--- config.mk ---
export PLATFORM = sky130hd
export DESIGN_NAME = sequence_generator_flat
export DESIGN_NICKNAME = d
export VERILOG_FILES = /design/src/rtl/sequence_generator_pkg.sv /design/src/rtl/sequence_generator_if.sv /design/src/rtl/sequence_generator_odometer_incr.sv /design/src/rtl/sequence_generator.sv /design/src/flat_wrapper.sv
export SDC_FILE = /design/constraint.sdc
export NUM_CORES = 1
export LEC_CHECK = 0
export BUFFER_PORTS_ARGS = -buffer_cell sky130_fd_sc_hd__buf_4
export CORE_ASPECT_RATIO = 1.1
export CORE_UTILIZATION = 40
export DETAILED_ROUTE_END_ITERATION = 10
export GPL_ROUTABILITY_DRIVEN = 0
export PLACE_DENSITY = 0.63
export SLEW_MARGIN = 0
export SYNTH_ARGS = -nofsm -noshare
export SYNTH_HDL_FRONTEND = slang
export SYNTH_SLANG_ARGS = --single-unit
export TNS_END_PERCENT = 20
--- constraint.sdc ---
create_clock -name clk -period 3.8 [get_ports clk]
set_clock_uncertainty 0.15 [all_clocks]
set_input_delay 1.14 -clock clk [delete_from_list [all_inputs] [get_ports clk]]
set_output_delay 1.14 -clock clk [all_outputs]
set_load 0.02 [all_outputs]
--- src/rtl/sequence_generator_pkg.sv ---
// Shared types and constants for the gate-sequence producer.
package sequence_generator_pkg;

    localparam int SEQ_INDEX_BITS    = 4;
    localparam int HIGHEST_SEQ_INDEX = 11;
    localparam int HIGHEST_GATE      = 4;
    localparam int GATE_BITS         = 5;
    localparam int SEQ_LEN_BITS      = SEQ_INDEX_BITS + 1;
    localparam int COUNT_BITS        = 32;

    typedef logic [SEQ_INDEX_BITS-1:0] seq_index_t;
    typedef logic [GATE_BITS-1:0]      gate_t;
    typedef logic [SEQ_LEN_BITS-1:0]   seq_len_t;
    typedef logic [COUNT_BITS-1:0]     count_t;

    typedef enum logic [2:0] {
        ST_IDLE  = 3'd0,
        ST_ISSUE = 3'd1,
        ST_WAIT  = 3'd2,
        ST_NEXT  = 3'd3,
        ST_DONE  = 3'd4
    } state_e;

    // Counter increment that sticks at all-ones instead of wrapping.
    function automatic count_t sat_incr(input count_t v);
        return (&v) ? v : v + count_t'(1);
    endfunction

endpackage

--- src/rtl/sequence_generator_if.sv ---
// Gate-item handshake between the sequence generator (master) and the
// sequence multiplier (slave). ready is a one-cycle item strobe; available
// is the multiplier's back-pressure.
interface sequence_generator_if;
    import sequence_generator_pkg::*;

    seq_index_t seq_index;
    gate_t      seq_gate;
    logic       first;
    logic       ready;
    logic       available;

    modport master (
        output seq_index,
        output seq_gate,
        output first,
        output ready,
        input  available
    );

    modport slave (
        input  seq_index,
        input  seq_gate,
        input  first,
        input  ready,
        output available
    );

endinterface

--- src/rtl/sequence_generator_odometer_incr.sv ---
// Combinational odometer step over the active digits g[0..seq_len-1].
// k_o is the lowest digit that can still count up; that digit increments and
// every digit below it wraps to zero. carry_o means every active digit was
// already at MAX_GATE, so the caller must grow the length or finish.
module sequence_generator_odometer_incr
    import sequence_generator_pkg::*;
#(
    parameter int MAX_INDEX = HIGHEST_SEQ_INDEX,
    parameter int MAX_GATE  = HIGHEST_GATE
) (
    input  logic [MAX_INDEX:0][GATE_BITS-1:0] g_i,
    input  seq_len_t                          seq_len_i,
    output seq_index_t                        k_o,
    output logic [MAX_INDEX:0][GATE_BITS-1:0] g_next_o,
    output logic                              carry_o
);

    logic found_c;

    // Find the lowest active digit that is not yet saturated.
    always_comb begin
        found_c = 1'b0;
        k_o     = '0;
        for (int i = 0; i <= MAX_INDEX; i++) begin
            if (!found_c && (i < int'(seq_len_i)) && (g_i[i] < gate_t'(MAX_GATE))) begin
                found_c = 1'b1;
                k_o     = seq_index_t'(i);
            end
        end
    end

    assign carry_o = !found_c;

    // Build the incremented digit vector; digits above k are untouched.
    always_comb begin
        g_next_o = g_i;
        for (int i = 0; i <= MAX_INDEX; i++) begin
            if (found_c) begin
                if (seq_index_t'(i) < k_o) begin
                    g_next_o[i] = '0;
                end else if (seq_index_t'(i) == k_o) begin
                    g_next_o[i] = g_i[i] + gate_t'(1);
                end
            end
        end
    end

endmodule

--- src/rtl/sequence_generator.sv ---
// Producer side of the gate-sequence handshake. Enumerates every gate
// sequence of length 1..MAX_INDEX+1 odometer style and streams each one
// highest index first. After the first sequence of a given length only the
// indices at or below the changed digit are re-streamed, so the multiplier
// can keep its cached prefix.
//
//   state | meaning
//   ------+-----------------------------------------------------------------
//   IDLE  | parked; start (and not finished) begins or resumes enumeration
//   ISSUE | one cycle: ready high, item at index cur presented
//   WAIT  | item held stable until available; cur==0 ack closes a sequence
//   NEXT  | one cycle: odometer step, length growth, or exhaustion
//   DONE  | all sequences streamed; only reset leaves
module sequence_generator
    import sequence_generator_pkg::*;
#(
    parameter int MAX_INDEX = HIGHEST_SEQ_INDEX,
    parameter int MAX_GATE  = HIGHEST_GATE
) (
    input  logic                 clk,
    input  logic                 reset,
    input  logic                 start,
    input  logic                 stop,
    sequence_generator_if.master seq_if,
    output seq_len_t             seq_len,
    output count_t               seq_count,
    output logic                 busy,
    output logic                 finished
);

    localparam seq_len_t LEN_MAX = seq_len_t'(MAX_INDEX + 1);

    typedef logic [MAX_INDEX:0][GATE_BITS-1:0] gate_vec_t;

    state_e     state_q,     state_d;
    gate_vec_t  g_q,         g_d;
    seq_len_t   seq_len_q,   seq_len_d;
    seq_index_t cur_q,       cur_d;
    count_t     seq_count_q, seq_count_d;
    logic       finished_q,  finished_d;

    seq_index_t odo_k;
    gate_vec_t  odo_g_next;
    logic       odo_carry;

    logic       ready_c;
    logic       first_c;
    gate_t      gate_c;
    logic       busy_c;

    sequence_generator_odometer_incr #(
        .MAX_INDEX (MAX_INDEX),
        .MAX_GATE  (MAX_GATE)
    ) u_odometer (
        .g_i       (g_q),
        .seq_len_i (seq_len_q),
        .k_o       (odo_k),
        .g_next_o  (odo_g_next),
        .carry_o   (odo_carry)
    );

    // State and datapath registers, synchronous active-high reset.
    always_ff @(posedge clk) begin
        if (reset) begin
            state_q     <= ST_IDLE;
            g_q         <= '0;
            seq_len_q   <= '0;
            cur_q       <= '0;
            seq_count_q <= '0;
            finished_q  <= 1'b0;
        end else begin
            state_q     <= state_d;
            g_q         <= g_d;
            seq_len_q   <= seq_len_d;
            cur_q       <= cur_d;
            seq_count_q <= seq_count_d;
            finished_q  <= finished_d;
        end
    end

    // Next-state and datapath update for the handshake FSM.
    always_comb begin
        state_d     = state_q;
        g_d         = g_q;
        seq_len_d   = seq_len_q;
        cur_d       = cur_q;
        seq_count_d = seq_count_q;
        finished_d  = finished_q;

        case (state_q)
            ST_IDLE: begin
                if (start && !finished_q) begin
                    if (seq_len_q == '0) begin
                        seq_len_d = seq_len_t'(1);
                        cur_d     = '0;
                        state_d   = ST_ISSUE;
                    end else begin
                        // Odometer state was kept across the pause; step past
                        // the sequence that completed before stop.
                        state_d = ST_NEXT;
                    end
                end
            end

            ST_ISSUE: begin
                state_d = ST_WAIT;
            end

            ST_WAIT: begin
                if (seq_if.available) begin
                    if (cur_q != '0) begin
                        cur_d   = cur_q - seq_index_t'(1);
                        state_d = ST_ISSUE;
                    end else begin
                        // stop only takes effect here, so a partially
                        // streamed sequence is never abandoned.
                        seq_count_d = sat_incr(seq_count_q);
                        state_d     = stop ? ST_IDLE : ST_NEXT;
                    end
                end
            end

            ST_NEXT: begin
                if (!odo_carry) begin
                    g_d     = odo_g_next;
                    cur_d   = odo_k;
                    state_d = ST_ISSUE;
                end else if (seq_len_q == LEN_MAX) begin
                    finished_d = 1'b1;
                    state_d    = ST_DONE;
                end else begin
                    // New length: all digits restart at zero and the whole
                    // sequence streams from the new top index (old seq_len).
                    seq_len_d = seq_len_q + seq_len_t'(1);
                    g_d       = '0;
                    cur_d     = seq_index_t'(seq_len_q);
                    state_d   = ST_ISSUE;
                end
            end

            ST_DONE: begin
                state_d = ST_DONE;
            end

            default: begin
                state_d = ST_IDLE;
            end
        endcase
    end

    // Output decode: item fields come straight from cur/g, so they stay
    // stable through WAIT without extra holding registers.
    always_comb begin
        ready_c = (state_q == ST_ISSUE);
        busy_c  = (state_q != ST_IDLE) && (state_q != ST_DONE);
        first_c = (seq_len_q != '0) && (seq_len_t'(cur_q) == (seq_len_q - seq_len_t'(1)));
        gate_c  = '0;
        for (int i = 0; i <= MAX_INDEX; i++) begin
            if (cur_q == seq_index_t'(i)) begin
                gate_c = g_q[i];
            end
        end
    end

    assign seq_if.ready     = ready_c;
    assign seq_if.seq_index = cur_q;
    assign seq_if.seq_gate  = gate_c;
    assign seq_if.first     = first_c;

    assign seq_len   = seq_len_q;
    assign seq_count = seq_count_q;
    assign busy      = busy_c;
    assign finished  = finished_q;

endmodule

--- src/flat_wrapper.sv ---
// flat-port wrapper written by rule: the top's interface ports become plain ports
module sequence_generator_flat import sequence_generator_pkg::*;
#(
    parameter int MAX_INDEX = HIGHEST_SEQ_INDEX,
    parameter int MAX_GATE  = HIGHEST_GATE
)
  (clk, reset, start, stop, seq_len, seq_count, busy, finished, seq_if_seq_index, seq_if_seq_gate, seq_if_first, seq_if_ready, seq_if_available);
  sequence_generator_if seq_if_i ();
  input  logic clk;
  input  logic reset;
  input  logic start;
  input  logic stop;
  output seq_len_t seq_len;
  output count_t seq_count;
  output logic busy;
  output logic finished;
  output wire logic [$bits(seq_if_i.seq_index)-1:0] seq_if_seq_index;
  output wire logic [$bits(seq_if_i.seq_gate)-1:0] seq_if_seq_gate;
  output wire logic [$bits(seq_if_i.first)-1:0] seq_if_first;
  output wire logic [$bits(seq_if_i.ready)-1:0] seq_if_ready;
  input wire logic [$bits(seq_if_i.available)-1:0] seq_if_available;
  assign seq_if_seq_index = seq_if_i.seq_index;
  assign seq_if_seq_gate = seq_if_i.seq_gate;
  assign seq_if_first = seq_if_i.first;
  assign seq_if_ready = seq_if_i.ready;
  assign seq_if_i.available = seq_if_available;
  sequence_generator #(.MAX_INDEX(MAX_INDEX), .MAX_GATE(MAX_GATE)) u_core (.clk(clk), .reset(reset), .start(start), .stop(stop), .seq_if(seq_if_i), .seq_len(seq_len), .seq_count(seq_count), .busy(busy), .finished(finished));
endmodule
==> report_table.html, run 1 <==
<table>
<tr><th>Metric</th><th>Value</th></tr>
<tr><th colspan="2">Outcome</th></tr>
<tr><td>Status</td><td>finished, final reports clean</td></tr>
<tr><th colspan="2">Synth</th></tr>
<tr><td>Synth Register Bits</td><td>105</td></tr>
<tr><td>Fraction of synthesized cell area taken by the top area cell type</td><td>34.1%</td></tr>
<tr><td>Combinational family with the most area after synthesis</td><td>simple AND/OR/NAND/NOR gates</td></tr>
<tr><td>Multiplexer fraction of the synthesized cell area</td><td>2.33%</td></tr>
<tr><td>Net Count, Synth</td><td>780</td></tr>
<tr><td>Warning count from the yosys run</td><td>0</td></tr>
<tr><td>Top area cells in the synthesized netlist</td><td>sky130_fd_sc_hd__dfxtp_1 34%, sky130_fd_sc_hd__nor2_1 5.3%, sky130_fd_sc_hd__a21oi_1 5.1%</td></tr>
<tr><td>Synth Instances</td><td>754</td></tr>
<tr><td>EDFF count, synth</td><td>0</td></tr>
<tr><td>Per-instance average area after synthesis</td><td>8.18 µm²</td></tr>
<tr><td>Simple-gate portion of the synthesized area</td><td>29.5%</td></tr>
<tr><td>Seq/Total Area, Yosys</td><td>34.1%</td></tr>
<tr><td>Share of synthesized cell area in full adder, half adder and majority cells</td><td>4.26%</td></tr>
<tr><td>Number of distinct library cells after synthesis</td><td>76</td></tr>
<tr><td>Compound-gate portion of the synthesized area</td><td>20.0%</td></tr>
<tr><td>Netlist area before placement</td><td>6160 µm²</td></tr>
<tr><td>Proportion of synthesized flip-flops having asynchronous set or reset</td><td>0%</td></tr>
<tr><td>Cell accounting for the most synthesized area</td><td>sky130_fd_sc_hd__dfxtp_1</td></tr>
<tr><td>Most used DFF post-synth</td><td>sky130_fd_sc_hd__dfxtp_1</td></tr>
<tr><td>Post-Synth XOR/XNOR Area</td><td>5.26%</td></tr>
<tr><th colspan="2">Critical path</th></tr>
<tr><td>Critical path start-end classification</td><td>reg2out</td></tr>
<tr><td>CP required</td><td>2.51 ns</td></tr>
<tr><td>Crit path capture type</td><td>primary output</td></tr>
<tr><td>Arrival time reported for the critical path endpoint</td><td>2.41 ns</td></tr>
<tr><td>Peak fanout along the critical path</td><td>18</td></tr>
<tr><td>Crit path launch type</td><td>flip-flop</td></tr>
<tr><th colspan="2">Finish</th></tr>
<tr><td>Synthesis-to-layout area growth</td><td>15.2%</td></tr>
<tr><td>Antenna diode count</td><td>0</td></tr>
<tr><td>Util after Layout</td><td>47.2%</td></tr>
<tr><td>Most common library cell in the layout ignoring fill and taps</td><td>sky130_fd_sc_hd__dfxtp_1</td></tr>
<tr><td>Post-layout instance area</td><td>7100 µm²</td></tr>
<tr><td>Final net count</td><td>819</td></tr>
<tr><td>Ratio of cells with drive above 1 in the final layout</td><td>15.5%</td></tr>
<tr><td>Most used cells in the layout excluding fill and tap cells</td><td>105 x sky130_fd_sc_hd__dfxtp_1, 87 x sky130_fd_sc_hd__nor2_1, 72 x sky130_fd_sc_hd__buf_4</td></tr>
<tr><th colspan="2">STA</th></tr>
<tr><td>Final worst setup slack</td><td>0.101 ns</td></tr>
<tr><td>Minimum clock period</td><td>3.70 ns</td></tr>
<tr><td>Unrepaired setup endpoints after global routing</td><td>no</td></tr>
<tr><td>Max-slew headroom at the worst pin</td><td>48.6%</td></tr>
<tr><td>Part of the cycle the worst path needs</td><td>97.3%</td></tr>
<tr><td>Number of failing setup endpoints in the final timing report</td><td>0</td></tr>
<tr><td>Number of slew-limit violations in the final report</td><td>0</td></tr>
<tr><td>Fmax achieved</td><td>0.270 GHz</td></tr>
<tr><td>Final-layout worst hold slack</td><td>0.333 ns</td></tr>
<tr><td>Accumulated negative setup slack</td><td>0 ns</td></tr>
<tr><td>Worst Max-Slew Pin Slew</td><td>0.763 ns</td></tr>
<tr><td>Number of endpoints with negative hold slack in the final report</td><td>0</td></tr>
<tr><th colspan="2">Pwr</th></tr>
<tr><td>Maximum vdd ir drop</td><td>0.280 mV</td></tr>
<tr><td>Fraction of power spent switching nets</td><td>32.1%</td></tr>
<tr><td>Power density over cell area</td><td>428 nW/µm²</td></tr>
<tr><td>Logic gate share of total power</td><td>25.8%</td></tr>
<tr><td>Clock Power Share</td><td>35.9%</td></tr>
<tr><td>Share of power burned in registers</td><td>38.3%</td></tr>
<tr><td>Static Leak</td><td>2.59 nW</td></tr>
<tr><td>Psw</td><td>977 µW</td></tr>
<tr><td>Design internal power</td><td>2.06 mW</td></tr>
<tr><th colspan="2">Placed design</th></tr>
<tr><td>Pre-CTS setup slack</td><td>0.380 ns</td></tr>
<tr><td>Count of buffers inserted at the top-level ports</td><td>54</td></tr>
<tr><td>Placed cell areas</td><td>6750 µm²</td></tr>
<tr><td>Final HPWL DP</td><td>12700 µm</td></tr>
<tr><th colspan="2">Clock network</th></tr>
<tr><td>Clk Latency, worst-skew pair</td><td>0.36 ns</td></tr>
<tr><td>Number of buffers added to fix hold violations after cts</td><td>0</td></tr>
<tr><td>Total clock buffers created by CTS</td><td>9</td></tr>
<tr><td>Clock transition at the registers of the reported paths</td><td>0.07 ns</td></tr>
<tr><td>Clock Root Buffer</td><td>sky130_fd_sc_hd__clkbuf_16</td></tr>
<tr><td>H-tree Lvls</td><td>3</td></tr>
<tr><td>Num Clock Sinks</td><td>105</td></tr>
<tr><td>Post-CTS setup buffer count</td><td>0</td></tr>
<tr><td>Maximum clock path buffer count</td><td>2</td></tr>
<tr><td>CTS tree</td><td>done</td></tr>
<tr><th colspan="2">GRT</th></tr>
<tr><td>Maximum number of pins on one net before global-route repair</td><td>47</td></tr>
<tr><td>Global route total overflow</td><td>0</td></tr>
<tr><td>Initial antenna violation count</td><td>0</td></tr>
<tr><td>Global-route wire length before repair</td><td>27000 µm</td></tr>
<tr><td>Via count of the first global-routing pass</td><td>5277</td></tr>
<tr><td>Global Route Usage Sum</td><td>21.5%</td></tr>
<tr><th colspan="2">Drt</th></tr>
<tr><td>Vias per cell</td><td>5.76</td></tr>
<tr><td>Via count</td><td>5722</td></tr>
<tr><td>Number of detailed-routing iterations run before antenna repair</td><td>5</td></tr>
<tr><td>Average wire per cell in the routed design</td><td>17.0 µm</td></tr>
<tr><td>Post-Route WL</td><td>16900 µm</td></tr>
<tr><td>ANT nets after route</td><td>0</td></tr>
<tr><td>Detailed-route wire length on metal 1</td><td>7220 µm</td></tr>
<tr><td>Met3 Routed Length</td><td>859 µm</td></tr>
<tr><td>Initial drt markers</td><td>354</td></tr>
<tr><td>Uppermost layer routed</td><td>met4</td></tr>
<tr><td>Met2 layer wire length in the routed design</td><td>8180 µm</td></tr>
<tr><td>DRC violation count after routing</td><td>0</td></tr>
<tr><th colspan="2">Run</th></tr>
<tr><td>Max-cap viol count</td><td>0</td></tr>
<tr><th colspan="2">Floorplan</th></tr>
<tr><td># rows</td><td>47</td></tr>
<tr><td>Chip height</td><td>132 µm</td></tr>
<tr><td>Top Ports</td><td>55</td></tr>
<tr><td>Starting density of the core</td><td>40.9%</td></tr>
<tr><td>Placeable Area</td><td>15100 µm²</td></tr>
<tr><td>Area enclosed by the die boundary</td><td>15900 µm²</td></tr>
<tr><td>Die Span X</td><td>120 µm</td></tr>
<tr><th colspan="2">Hold path</th></tr>
<tr><td>Classification of the worst-slack hold path</td><td>reg2reg</td></tr>
</table>
-- worst paths after layout --
check | to | slack (ns) | depth (start not counted) | start
max | seq_if_seq_gate[2] | 0.10 | 9 | u_core.seq_if.seq_index[1]
min | u_core.g_q[9] | 0.33 | 2 | u_core.g_q[9]
max reg2reg | u_core.g_q[11] | 0.54 | 7 | u_core.seq_len[2]
min reg2reg | u_core.g_q[9] | 0.33 | 2 | u_core.g_q[9]
-- per-stage QoR --
stage	total power, mW	std cells
floorplan	1.71	754
global placement	1.94	978
detailed placement	1.96	978
CTS	3.05	994
global route	3.18	994
finish	3.04	994
-- logic make-up (layout without fill, tap and decap cells) --
family / after synthesis / after routing
compound gates: 176 / 176
xor+xnor: 37 / 37
fa+ha+maj: 21 / 21
buf+inv: 63 / 107
flops: 105 / 105
mux: 13 / 13
simple gates: 339 / 339
-- critical path, cell delays in order, from the launching register on --
cell	delay [ns]
sky130_fd_sc_hd__dfxtp_1	0.39
sky130_fd_sc_hd__inv_1	0.09
sky130_fd_sc_hd__ha_2	0.24
sky130_fd_sc_hd__buf_4	0.21
sky130_fd_sc_hd__a21oi_1	0.13
sky130_fd_sc_hd__o31ai_1	0.07
sky130_fd_sc_hd__mux4_2	0.44
sky130_fd_sc_hd__o21ai_0	0.14
sky130_fd_sc_hd__o21ai_0	0.15
sky130_fd_sc_hd__buf_4	0.19
-- per-layer routing --
layer  up-vias  GRT usage (%)
met5         -              0
met4         0           9.60
met3        34           4.58
met2       158           36.8
met1      2726           25.5
li1       2804              -
-- repair_timing --
action | in CTS | in global routing
endpoints found under the setup margin | 1 | 2
pin swaps | 0 | 0
resized for setup | 1 | 2
-- state kept, by name, summed over array words and instances, names as in the netlist --
name / count
u_core.g_q: 60
u_core.seq_count: 32
u_core.seq_len: 5
u_core.seq_if.seq_index: 4
u_core.state_q: 3
u_core.finished: 1
-- cell usage after synthesis, types with 3 or more instances --
| cell type | n |
|---|---|
| sky130_fd_sc_hd__mux2i_1 | 11 |
| sky130_fd_sc_hd__buf_4 | 3 |
| sky130_fd_sc_hd__nor3_2 | 4 |
| sky130_fd_sc_hd__nor2_1 | 87 |
| sky130_fd_sc_hd__nor4_2 | 3 |
| sky130_fd_sc_hd__o22ai_1 | 5 |
| sky130_fd_sc_hd__a32o_1 | 3 |
| sky130_fd_sc_hd__nand2_1 | 52 |
| sky130_fd_sc_hd__nor3b_1 | 4 |
| sky130_fd_sc_hd__a211oi_1 | 8 |
| sky130_fd_sc_hd__or3_1 | 21 |
| sky130_fd_sc_hd__buf_2 | 11 |
| sky130_fd_sc_hd__nand4_1 | 17 |
| sky130_fd_sc_hd__nand4b_1 | 4 |
| sky130_fd_sc_hd__inv_1 | 19 |
| sky130_fd_sc_hd__dfxtp_1 | 105 |
| sky130_fd_sc_hd__and3_1 | 5 |
| sky130_fd_sc_hd__o32ai_1 | 3 |
| sky130_fd_sc_hd__nor4_1 | 8 |
| sky130_fd_sc_hd__o21a_1 | 4 |
| sky130_fd_sc_hd__or2_2 | 3 |
| sky130_fd_sc_hd__a31oi_1 | 8 |
| sky130_fd_sc_hd__o31a_1 | 3 |
| sky130_fd_sc_hd__nand2b_1 | 10 |
| sky130_fd_sc_hd__nand3b_1 | 11 |
| sky130_fd_sc_hd__o31ai_1 | 3 |
| sky130_fd_sc_hd__clkbuf_1 | 26 |
| sky130_fd_sc_hd__ha_1 | 21 |
| sky130_fd_sc_hd__and2_1 | 22 |
| sky130_fd_sc_hd__a41oi_1 | 6 |
| sky130_fd_sc_hd__xor2_1 | 13 |
| sky130_fd_sc_hd__o21ai_0 | 32 |
| sky130_fd_sc_hd__nor2b_1 | 10 |
| sky130_fd_sc_hd__nand3_1 | 13 |
| sky130_fd_sc_hd__o21ai_1 | 3 |
| sky130_fd_sc_hd__or4_1 | 3 |
| sky130_fd_sc_hd__nor3_1 | 45 |
| sky130_fd_sc_hd__a21oi_1 | 63 |
| sky130_fd_sc_hd__xnor2_1 | 24 |
| sky130_fd_sc_hd__o211ai_1 | 7 |
| sky130_fd_sc_hd__and4_1 | 4 |
-- power groups by stage --
stage	sequential, mW	combinational [mW]	clock [mW]
after floorplan	1.19	0.513	0
after global placement	1.19	0.757	0
after detailed placement	1.19	0.768	0
after CTS	1.16	0.773	1.11
after global routing	1.17	0.853	1.15
final	1.16	0.784	1.09
-- cell type report --
class | instances | area (µm²)
Clock buffer | 9 | 225
Clock inverter | 7 | 125
Fill cell | 1481 | 7950
Inverter | 19 | 71.3
Multi-Input combinational cell | 586 | 3790
Sequential cell | 105 | 2100
Tap cell | 196 | 245
Timing Repair Buffer | 72 | 541
No activity file was read; power rests on OpenSTA's default activity.
==> run 2, diff against run 1 <==
==> constraint.sdc (replaced) <==
create_clock -name clk -period 3.8 [get_ports clk]
set_clock_uncertainty 0.15 [all_clocks]
set_input_delay 0.76 -clock clk [delete_from_list [all_inputs] [get_ports clk]]
set_output_delay 0.76 -clock clk [all_outputs]
set_load 0.02 [all_outputs]
==> run 2 against run 1 <==
Against the previous run: first-iteration DRC count rose by 15%; register-to-register slack improved by 0.03 ns; hold slack improved by 0.0035 ns; global-route usage rose by 0.38 points; worst setup slack improved by 0.17 ns; sequential power barely moved; via count fell by 0.21%; count of clock-buffer cells in the layout rose by 2; highest routed layer unchanged; critical endpoint unchanged; critical path depth did not move; power fell by 7.8%; maximum frequency rose by 4.8%.
==> report_table.html, run 2 (synthesis gave the netlist of run 1 again) <==
<table>
<tr><th>Metric</th><th>Value</th></tr>
<tr><th colspan="2">Finish</th></tr>
<tr><td>Most used cells in the layout excluding fill and tap cells</td><td>103 x sky130_fd_sc_hd__dfxtp_1, 87 x sky130_fd_sc_hd__nor2_1, 66 x sky130_fd_sc_hd__buf_4 (was 105 x sky130_fd_sc_hd__dfxtp_1, 87 x sky130_fd_sc_hd__nor2_1, 72 x sky130_fd_sc_hd__buf_4)</td></tr>
<tr><td>Most common library cell in the layout ignoring fill and taps</td><td>sky130_fd_sc_hd__dfxtp_1 (unchanged)</td></tr>
<tr><td>Post-layout instance area</td><td>6980 µm² (was 7100 µm²)</td></tr>
<tr><td>Antenna diode count</td><td>0 (unchanged)</td></tr>
<tr><td>Synthesis-to-layout area growth</td><td>13.2% (was 15.2%)</td></tr>
<tr><td>Final net count</td><td>813 (was 819)</td></tr>
<tr><td>Area taken by multi-input logic gates</td><td>3790 µm² (about the same)</td></tr>
<tr><td>Flip-flop count of the largest register, all copies and words added</td><td>60 (unchanged)</td></tr>
<tr><td>Largest register by flop count</td><td>u_core.g_q (unchanged)</td></tr>
<tr><td>Number of fill cells</td><td>1539 (was 1481)</td></tr>
<tr><td>Ratio of cells with drive above 1 in the final layout</td><td>14.6% (was 15.5%)</td></tr>
<tr><td>Area occupied by registers</td><td>2100 µm² (about the same)</td></tr>
<tr><th colspan="2">Clock network</th></tr>
<tr><td>Num Clock Sinks</td><td>105 (unchanged)</td></tr>
<tr><td>Number of buffers added to fix hold violations after cts</td><td>0 (unchanged)</td></tr>
<tr><td>Clock Root Buffer</td><td>sky130_fd_sc_hd__clkbuf_16 (unchanged)</td></tr>
<tr><td>CTS tree</td><td>done (unchanged)</td></tr>
<tr><td>Total clock buffers created by CTS</td><td>9 (unchanged)</td></tr>
<tr><td>Clk Latency, worst-skew pair</td><td>0.36 ns (about the same)</td></tr>
<tr><td>Clock transition at the registers of the reported paths</td><td>0.07 ns (about the same)</td></tr>
<tr><td>H-tree Lvls</td><td>3 (unchanged)</td></tr>
<tr><td>Maximum clock path buffer count</td><td>2 (unchanged)</td></tr>
<tr><th colspan="2">Critical path</th></tr>
<tr><td>CP required</td><td>2.89 ns (was 2.51 ns)</td></tr>
<tr><td>Cell breakdown of the critical path</td><td>inv_1, ha_1, buf_4, a21oi_1, o31ai_1, mux4_2, o21ai_0, o21ai_0, buf_4 (was inv_1, ha_2, buf_4, a21oi_1, o31ai_1, mux4_2, o21ai_0, o21ai_0, buf_4)</td></tr>
<tr><td>Highest-delay cell along the critical path</td><td>sky130_fd_sc_hd__mux4_2 (unchanged)</td></tr>
<tr><td>Worst Reg-to-Reg Cells</td><td>8 (was 7)</td></tr>
<tr><td>Number of gates on the worst path with buffers counted</td><td>9 (unchanged)</td></tr>
<tr><td>Critical path start-end classification</td><td>reg2out (unchanged)</td></tr>
<tr><td>Peak fanout along the critical path</td><td>17 (was 18)</td></tr>
<tr><td>Crit path launch type</td><td>flip-flop (unchanged)</td></tr>
<tr><td>Largest incremental delay on the critical path</td><td>0.46 ns (was 0.44 ns)</td></tr>
<tr><td>CP top delay family</td><td>compound AO/OA/AOI/OAI gates (was buffers and inverters)</td></tr>
<tr><td>Arrival time reported for the critical path endpoint</td><td>2.62 ns (was 2.41 ns)</td></tr>
<tr><td>Crit path capture type</td><td>primary output (unchanged)</td></tr>
<tr><td>Number of buffers and inverters on the critical path</td><td>3 (unchanged)</td></tr>
<tr><th colspan="2">STA</th></tr>
<tr><td>Number of failing setup endpoints in the final timing report</td><td>0 (unchanged)</td></tr>
<tr><td>Number of slew-limit violations in the final report</td><td>0 (unchanged)</td></tr>
<tr><td>Final-layout worst hold slack</td><td>0.336 ns (was 0.333 ns)</td></tr>
<tr><td>Number of endpoints with negative hold slack in the final report</td><td>0 (unchanged)</td></tr>
<tr><td>Unrepaired setup endpoints after global routing</td><td>no (unchanged)</td></tr>
<tr><td>Worst Max-Slew Pin Slew</td><td>0.792 ns (was 0.763 ns)</td></tr>
<tr><td>Accumulated negative setup slack</td><td>0 ns (unchanged)</td></tr>
<tr><td>Max-slew headroom at the worst pin</td><td>47.1% (was 48.6%)</td></tr>
<tr><td>Minimum clock period</td><td>3.53 ns (was 3.70 ns)</td></tr>
<tr><td>Fmax achieved</td><td>0.283 GHz (was 0.270 GHz)</td></tr>
<tr><td>Part of the cycle the worst path needs</td><td>92.9% (was 97.3%)</td></tr>
<tr><th colspan="2">Drt</th></tr>
<tr><td>Number of detailed-routing iterations run before antenna repair</td><td>5 (unchanged)</td></tr>
<tr><td>ANT nets after route</td><td>0 (unchanged)</td></tr>
<tr><td>DRC violation count after routing</td><td>0 (unchanged)</td></tr>
<tr><td>Post-Route WL</td><td>16800 µm (was 16900 µm)</td></tr>
<tr><td>Average wire per cell in the routed design</td><td>17.0 µm (about the same)</td></tr>
<tr><td>Initial drt markers</td><td>406 (was 354)</td></tr>
<tr><td>Vias per cell</td><td>5.78 (was 5.76)</td></tr>
<tr><td>Via count</td><td>5710 (was 5722)</td></tr>
<tr><th colspan="2">Floorplan</th></tr>
<tr><td>Starting density of the core</td><td>40.9% (unchanged)</td></tr>
<tr><td>Top Ports</td><td>55 (unchanged)</td></tr>
<tr><td># rows</td><td>47 (unchanged)</td></tr>
<tr><td>Chip height</td><td>132 µm (unchanged)</td></tr>
<tr><td>Area enclosed by the die boundary</td><td>15900 µm² (unchanged)</td></tr>
<tr><td>Placeable Area</td><td>15100 µm² (unchanged)</td></tr>
<tr><td>Die Span X</td><td>120 µm (unchanged)</td></tr>
<tr><th colspan="2">Hold path</th></tr>
<tr><td>Classification of the worst-slack hold path</td><td>reg2reg (unchanged)</td></tr>
<tr><td>Depth of the worst hold-timing path</td><td>2 (unchanged)</td></tr>
<tr><th colspan="2">Run</th></tr>
<tr><td>Max-cap viol count</td><td>0 (unchanged)</td></tr>
<tr><th colspan="2">Pwr</th></tr>
<tr><td>Power density over cell area</td><td>402 nW/µm² (was 428 nW/µm²)</td></tr>
<tr><td>Maximum vdd ir drop</td><td>0.267 mV (was 0.280 mV)</td></tr>
<tr><td>Static Leak</td><td>2.52 nW (was 2.59 nW)</td></tr>
<tr><th colspan="2">Placed design</th></tr>
<tr><td>Count of buffers inserted at the top-level ports</td><td>54 (unchanged)</td></tr>
<tr><td>Placed cell areas</td><td>6700 µm² (was 6750 µm²)</td></tr>
<tr><td>Final HPWL DP</td><td>12600 µm (was 12700 µm)</td></tr>
<tr><th colspan="2">GRT</th></tr>
<tr><td>Initial antenna violation count</td><td>0 (unchanged)</td></tr>
<tr><td>Global Route Usage Sum</td><td>21.9% (was 21.5%)</td></tr>
<tr><td>Global route total overflow</td><td>0 (unchanged)</td></tr>
<tr><td>Maximum number of pins on one net before global-route repair</td><td>49 (was 47)</td></tr>
<tr><td>Global-route wire length before repair</td><td>27800 µm (was 27000 µm)</td></tr>
<tr><td>Via count of the first global-routing pass</td><td>5486 (was 5277)</td></tr>
<tr><th colspan="2">Outcome</th></tr>
<tr><td>Status</td><td>finished, final reports clean (unchanged)</td></tr>
</table>
run 2: changes by cell type in the layout (fill, tap and decap cells not counted):
| cell | delta |
|---|---|
| sky130_fd_sc_hd__ha_2 | -3 |
| sky130_fd_sc_hd__inv_6 | -2 |
| sky130_fd_sc_hd__dfxtp_1 | -2 |
| sky130_fd_sc_hd__dfxtp_2 | +2 |
| sky130_fd_sc_hd__buf_4 | -6 |
| sky130_fd_sc_hd__clkinv_4 | -1 |
| sky130_fd_sc_hd__clkinv_2 | +3 |
| sky130_fd_sc_hd__ha_1 | +3 |
| sky130_fd_sc_hd__bufinv_16 | -3 |
| sky130_fd_sc_hd__clkinvlp_4 | +1 |
| sky130_fd_sc_hd__clkbuf_8 | +1 |
| sky130_fd_sc_hd__clkbuf_1 | +1 |
run 2: worst reg2reg max path: stages (launching register included):
cell                        delay (ns)
sky130_fd_sc_hd__dfxtp_1          0.75
sky130_fd_sc_hd__a21oi_1          0.18
sky130_fd_sc_hd__or4_1            0.47
sky130_fd_sc_hd__and3_1           0.30
sky130_fd_sc_hd__a2111oi_4        0.60
sky130_fd_sc_hd__buf_4            0.27
sky130_fd_sc_hd__and2_1           0.17
sky130_fd_sc_hd__a31oi_1          0.09
sky130_fd_sc_hd__nor3_1           0.17
run 2: metal layers:
layer / vias to the layer above / GRT usage, % / share of wire, %
li1: 2792 / - / -
met1: 2716 / 26.8 / 44
met2: 167 / 37.5 / 49
met3: 35 / 4.11 / 5.0
met4: 0 / 8.78 / 2.5
met5: - / 0 / 0
run 2: where the power goes:
group	internal [mW]	switching, mW
sequential	1.13	0.0670
clock	0.460	0.416
combinational	0.268	0.466
run 2: path summary, 6_finish.rpt:
path / from / to / slack, ns
worst max-delay path: u_core.seq_if.seq_index[1] / seq_if_seq_gate[2] / 0.27
worst min-delay path: u_core.g_q[9] / u_core.g_q[9] / 0.34
worst max register to register: u_core.seq_len[3] / u_core.g_q[43] / 0.57
worst min register to register: u_core.g_q[9] / u_core.g_q[9] / 0.34
run 2: what timing repair did:
action                     CTS  global route
setup buffers                0             0
gates resized for setup      0             2
setup endpoints to repair    0             1
run 2: stage by stage:
stage	cells	util, %	total power, mW	setup slack [ns]
floorplan	754	-	1.71	0.781
global placement	972	44.5	1.93	0.661
detailed placement	972	44.5	1.94	0.601
CTS	988	46.3	2.82	0.190
global route	988	46.3	2.94	0.113
finish	988	46.3	2.80	0.271
run 2: cell type report:
type	instances	area share [%]
clock buffers	11	3.48
multi-input cells	586	54.3
well taps	196	3.52
repair buffers	66	7.10
flip-flops and latches	105	30.2
inverters	19	1.02
clock inverters	5	0.448
